`config.mk`:
```
export PLATFORM = sky130hd
export DESIGN_NAME = pipeline_hazard_ctrl
export DESIGN_NICKNAME = d
export VERILOG_FILES = /design/src/rtl/hazard_pkg.sv /design/src/rtl/sat_counter.sv /design/src/rtl/pipeline_hazard_ctrl.sv
export SDC_FILE = /design/constraint.sdc
export NUM_CORES = 1
export LEC_CHECK = 0
export ABC_AREA = 1
export BUFFER_PORTS_ARGS = -buffer_cell sky130_fd_sc_hd__buf_2
export CELL_PAD_IN_SITES_DETAIL_PLACEMENT = 1
export CELL_PAD_IN_SITES_GLOBAL_PLACEMENT = 1
export CORE_AREA = 8 8 91 93
export CTS_BUF_LIST = sky130_fd_sc_hd__clkbuf_16
export DETAILED_ROUTE_END_ITERATION = 10
export DIE_AREA = 0 0 99 101
export GPL_TIMING_DRIVEN = 0
export PLACE_DENSITY = 0.8
export SYNTH_ARGS = -nofsm -noshare
export SYNTH_HDL_FRONTEND = slang
export SYNTH_SLANG_ARGS = --single-unit
```
`constraint.sdc`:
```
create_clock -name clk -period 2.5 [get_ports clk]
set_input_delay 0.25 -clock clk [delete_from_list [all_inputs] [get_ports clk]]
set_output_delay 0.25 -clock clk [all_outputs]
set_load 0.05 [all_outputs]
```
`src/rtl/hazard_pkg.sv`:
```
// Shared types for the pipeline hazard controller: FSM states and PC mux selects.
package hazard_pkg;

    typedef enum logic [1:0] {
        RUN  = 2'd0,
        WAIT = 2'd1,
        HALT = 2'd2
    } state_e;

    localparam logic [1:0] PCSEL_SEQ  = 2'b00;
    localparam logic [1:0] PCSEL_BR   = 2'b01;
    localparam logic [1:0] PCSEL_JALR = 2'b10;

endpackage

```
`src/rtl/sat_counter.sv`:
```
// Counter that sticks at all-ones instead of wrapping.
module sat_counter #(
    parameter int unsigned CNT_W = 16
) (
    input  logic             clk,
    input  logic             clr,
    input  logic             inc,
    output logic [CNT_W-1:0] cnt
);

    logic [CNT_W-1:0] r_cnt;

    always_ff @(posedge clk) begin
        if (clr) begin
            r_cnt <= '0;
        end else if (inc && (r_cnt != '1)) begin
            r_cnt <= r_cnt + CNT_W'(1);
        end
    end

    assign cnt = r_cnt;

endmodule

```
`src/rtl/pipeline_hazard_ctrl.sv`:
```
// Stall/flush sequencer for the 5-stage pipeline: redirect squash, load-use bubble,
// data-memory wait freeze with timeout halt, plus saturating flush/stall counters.
module pipeline_hazard_ctrl
    import hazard_pkg::*;
#(
    parameter int unsigned TIMEOUT = 16,
    parameter int unsigned CNT_W   = 16
) (
    input  logic             clk,
    input  logic             rst,
    input  logic [1:0]       pcsrc_mem,
    input  logic             valid_mem,
    input  logic             dmem_req_mem,
    input  logic             dmem_ready,
    input  logic             memread_ex,
    input  logic [4:0]       rd_ex,
    input  logic [4:0]       rs1_id,
    input  logic [4:0]       rs2_id,
    input  logic             rs1_used_id,
    input  logic             rs2_used_id,
    output logic [1:0]       pc_sel,
    output logic             pc_en,
    output logic             ifid_en,
    output logic             ifid_flush,
    output logic             idex_en,
    output logic             idex_flush,
    output logic             exmem_en,
    output logic             exmem_flush,
    output logic             memwb_en,
    output logic             halted,
    output logic [CNT_W-1:0] flush_cnt,
    output logic [CNT_W-1:0] stall_cnt
);

    localparam int unsigned      WCNT_W    = $clog2(TIMEOUT + 1);
    localparam logic [WCNT_W-1:0] TIMEOUT_W = WCNT_W'(TIMEOUT);

    state_e            r_state;
    state_e            w_state_d;
    logic [WCNT_W-1:0] r_wcnt;
    logic [WCNT_W-1:0] w_wcnt_d;
    logic              r_halted;
    logic              w_halted_d;

    logic w_taken;
    logic w_busy;
    logic w_lu;
    logic w_flush_inc;
    logic w_stall_inc;

    assign w_taken = valid_mem & (pcsrc_mem != PCSEL_SEQ);
    assign w_busy  = valid_mem & dmem_req_mem & ~dmem_ready;
    assign w_lu    = memread_ex & (rd_ex != 5'd0) &
                     ((rs1_used_id & (rs1_id == rd_ex)) | (rs2_used_id & (rs2_id == rd_ex)));

    always_comb begin
        w_state_d   = r_state;
        w_wcnt_d    = r_wcnt;
        w_halted_d  = r_halted;
        w_flush_inc = 1'b0;
        w_stall_inc = 1'b0;
        pc_sel      = PCSEL_SEQ;
        pc_en       = 1'b0;
        ifid_en     = 1'b0;
        ifid_flush  = 1'b0;
        idex_en     = 1'b0;
        idex_flush  = 1'b0;
        exmem_en    = 1'b0;
        exmem_flush = 1'b0;
        memwb_en    = 1'b0;

        if (rst) begin
            ifid_flush  = 1'b1;
            idex_flush  = 1'b1;
            exmem_flush = 1'b1;
        end else begin
            case (r_state)
                RUN, WAIT: begin
                    if (w_busy) begin
                        w_stall_inc = 1'b1;
                        if (r_state == RUN) begin
                            w_state_d = WAIT;
                            w_wcnt_d  = WCNT_W'(1);
                        end else if (r_wcnt >= TIMEOUT_W) begin
                            w_state_d  = HALT;
                            w_halted_d = 1'b1;
                        end else begin
                            w_wcnt_d = r_wcnt + WCNT_W'(1);
                        end
                    end else begin
                        w_state_d = RUN;
                        w_wcnt_d  = '0;
                        memwb_en  = 1'b1;
                        exmem_en  = 1'b1;
                        idex_en   = 1'b1;
                        if (w_taken) begin
                            // Reserved select 11 passes through so IF can trap on it.
                            pc_sel      = pcsrc_mem;
                            pc_en       = 1'b1;
                            ifid_en     = 1'b1;
                            ifid_flush  = 1'b1;
                            idex_flush  = 1'b1;
                            exmem_flush = 1'b1;
                            w_flush_inc = 1'b1;
                        end else if (w_lu) begin
                            idex_flush  = 1'b1;
                            w_stall_inc = 1'b1;
                        end else begin
                            pc_en   = 1'b1;
                            ifid_en = 1'b1;
                        end
                    end
                end
                default: ;
            endcase
        end
    end

    always_ff @(posedge clk) begin
        if (rst) begin
            r_state  <= RUN;
            r_wcnt   <= '0;
            r_halted <= 1'b0;
        end else begin
            r_state  <= w_state_d;
            r_wcnt   <= w_wcnt_d;
            r_halted <= w_halted_d;
        end
    end

    assign halted = r_halted;

    sat_counter #(
        .CNT_W (CNT_W)
    ) u_flush_cnt (
        .clk (clk),
        .clr (rst),
        .inc (w_flush_inc),
        .cnt (flush_cnt)
    );

    sat_counter #(
        .CNT_W (CNT_W)
    ) u_stall_cnt (
        .clk (clk),
        .clr (rst),
        .inc (w_stall_inc),
        .cnt (stall_cnt)
    );

endmodule

```
==> results by group <==
Route
  – Via count: roughly 2800
  – WL per Instance: between 10 and 15 µm
  – Antenna viol nets, final: 0
  – Post-route DRC: 0
  – DRT iter0 DRCs: 96
  – DR vias/cell: between 4 and 5
  – Total wire length: about 7500 µm
  – Drt pass-1 iters: 4

STA
  – Tcrit/Tclk final: 93.1%
  – Fin Clk Skew: 4.89 ps
  – Final hold vios: 0
  – Final Max Slew Viols: 0
  – RSZ-0062 raised after global routing: no
  – Fin Setup TNS: 0 ps
  – Setup violations, final: 0
  – Worst Tran Pin Value: between 600 and 700 ps
  – Fmax: about 430 MHz
  – Period minus WS final: 2330 ps
  – Rel. slew slack: 59.9%

Placement
  – RD Place Congestion: 0.830
  – I/O Buffers: 67
  – Final HPWL DP: 6020 µm
  – Cells after DPL: 564
  – Dpl cell area: 3010 µm²

Floorplan
  – Chip Height: a little over 100 µm
  – I/O pin total: between 60 and 70
  – Chip Width: 99 µm
  – Total core area: between 6000 and 7000 µm²
  – Row count: 31
  – Effective utilization at floorplan: roughly 37%
  – Die area: about 10000 µm²

Yosys
  – Post-synth top area share: 31.2%
  – Synthesized instance count: 415
  – Ys flop type: dfxtp_1
  – Synth cell count leaders: nand2_1 (107), inv_1 (69), nor2_1 (63), dfxtp_1 (40), nand3_1 (32)
  – Largest area contributor in the netlist: dfxtp_1
  – Top-count cell post-synth: nand2_1
  – Number of synthesized flops with an enable pin: 0
  – Post-synthesis average cell area: 6.19 µm²
  – Async set or reset register ratio after synthesis: 0%
  – Area contributors post-synth: dfxtp_1 (31%), nand2_1 (16%), inv_1 (10%)
  – Mapped Nets: 443
  – Synthesis warning total: 0
  – Yosys cell types: 35
  – Seq cells post-synth: 40
  – Sequential area share after synthesis: between 30% and 40%
  – Syn Std Cell Area: 2570 µm²

CTS
  – Post-CTS setup buffers: 0
  – CTS root buffer: clkbuf_16
  – Max clock buf depth: 2
  – CTS Buf Count: 5
  – CTS tree: built
  – Worst skew pair latency: about 280 ps
  – PostCTS Resize Cnt: 0
  – Hold-fix buffers, CTS: 0
  – Clk sink count: 40
  – H-Tree Depth: 2
  – Clock-pin slew on the worst setup and hold paths: 60 ps

Global routing
  – Largest net degree at the start of global routing: 12
  – Initial antenna violation count: 0
  – First-pass GRT wire length: 13400 µm
  – Total gr overflow: 0
  – Global Route Usage Sum: 15.9%
  – Vias in the first global route: 2954

Pwr
  – P per Cell Area: ~460 nW/µm²
  – Pwr Total: between 0.001 and 0.0015 W
  – Max IR drop VDD: 0.241 mV
  – Leak: 1.65 nW

Critical path
  – CP startpoint kind: flip-flop
  – Max stage delay on crit path: 410 ps
  – Worst EP required: 2250 ps
  – Critical path endpoint category: output pin
  – Worst-path cell chain: nor2_2, buf_2, inv_1, nor2_1, buf_4, buf_2
  – Worst endpoint data arrival time: around 2100 ps
  – Buf/Inv on CP: 4
  – CP delay by family, top: buffers and inverters
  – Worst-path maximum fanout: 10
  – CP max-delay cell: nor2_2
  – Kind of critical path: flip-flop to output pin
  – Most common cell on crit path: buf_2

Layout
  – Final instance area: 3140 µm²
  – # diodes: 0
  – Final Non-Filler Cells: 571
  – Layout area overhead: 22.2%
  – Layout cells sized above 1: 21.7%
  – Number of nets in the layout: 517

Run status
  – Status: finished clean

Job
  – Max-cap violation count: 0

Worst hold path
  – Hold/Removal Path Class: input pin to flip-flop
==> registers in the layout, indices dropped and copies added, names as in the netlist <==
name and count:
halted 1, r_state 2, r_wcnt 5, u_flush_cnt.cnt 16
u_stall_cnt.cnt 16
==> metrics by stage <==
step / worst slack [ps] / hold WS, ps / utilization [%]
global route: 12.7 / 432 / 45.2
finish: 173 / 386 / 45.2
detailed placement: 289 / 477 / 43.3
floorplan: 225 / 439 / -
global placement: 347 / 438 / 43.3
CTS: 181 / 396 / 45.2
==> cell families (layout without fill, tap and decap cells) <==
group	after synthesis	after routing	synth area share (%)
AND/OR/NAND/NOR	248	248	44.3
buffers and inverters	90	164	14.8
adder cells (fa/ha/maj)	3	3	1.46
flip-flops	40	40	31.2
XOR/XNOR	6	6	2.05
AO/OA/AOI/OAI	28	28	6.28
==> layout by cell type, fill, tap and decap left out, types with 5 or more instances in the layout <==
master / count
inv_1: 69
inv_2: 7
nand2_1: 107
nand3_1: 32
nor2_1: 63
a21oi_1: 9
buf_4: 5
nor3_1: 7
dfxtp_1: 40
nand4_1: 20
o21ai_0: 10
buf_2: 70
clkbuf_16: 5
==> metal layers <==
layer	global-route usage [%]	vias to the layer above	wire [µm]
li1	-	1444	-
met1	18.1	1321	3400
met2	29.4	45	3820
met3	3.59	4	265
met4	3.54	0	46
met5	0	-	0
==> worst min-delay path, cell delays in order <==
cell and delay, ps:
buf_2 110, nor2_4 50, nand2_4 100, nand3_1 70
nand2_1 60
==> path summary, 6_finish.rpt <==
check                startpoint             endpoint  slack [ps]  cells past startpoint
max                  r_state[1]              idex_en         170                      6
min                         rst   u_flush_cnt.cnt[1]         390                      5
max reg2reg  u_stall_cnt.cnt[0]  u_stall_cnt.cnt[11]         660                     10
min reg2reg          r_state[0]           r_state[0]         480                      2
==> report_power, final <==
part	switching [W]	leakage (nW)	internal (W)
combinational	0.000141	1.26	0.0000602
clock	0.000241	0.0648	0.000357
sequential	0.00000545	0.323	0.000642
total	0.000387	1.65	0.00106
==> final cells by class <==
cell class              instances  area [µm²]
multi-input cells             285        1390
clock inverters                 2        7.51
inverters                      77         289
fillers                       963        3800
plain buffers                  13        90.1
clock buffers                   5         125
well taps                      82         103
flip-flops and latches         40         801
repair buffers                 67         335
(Power assumes the default switching activity.)
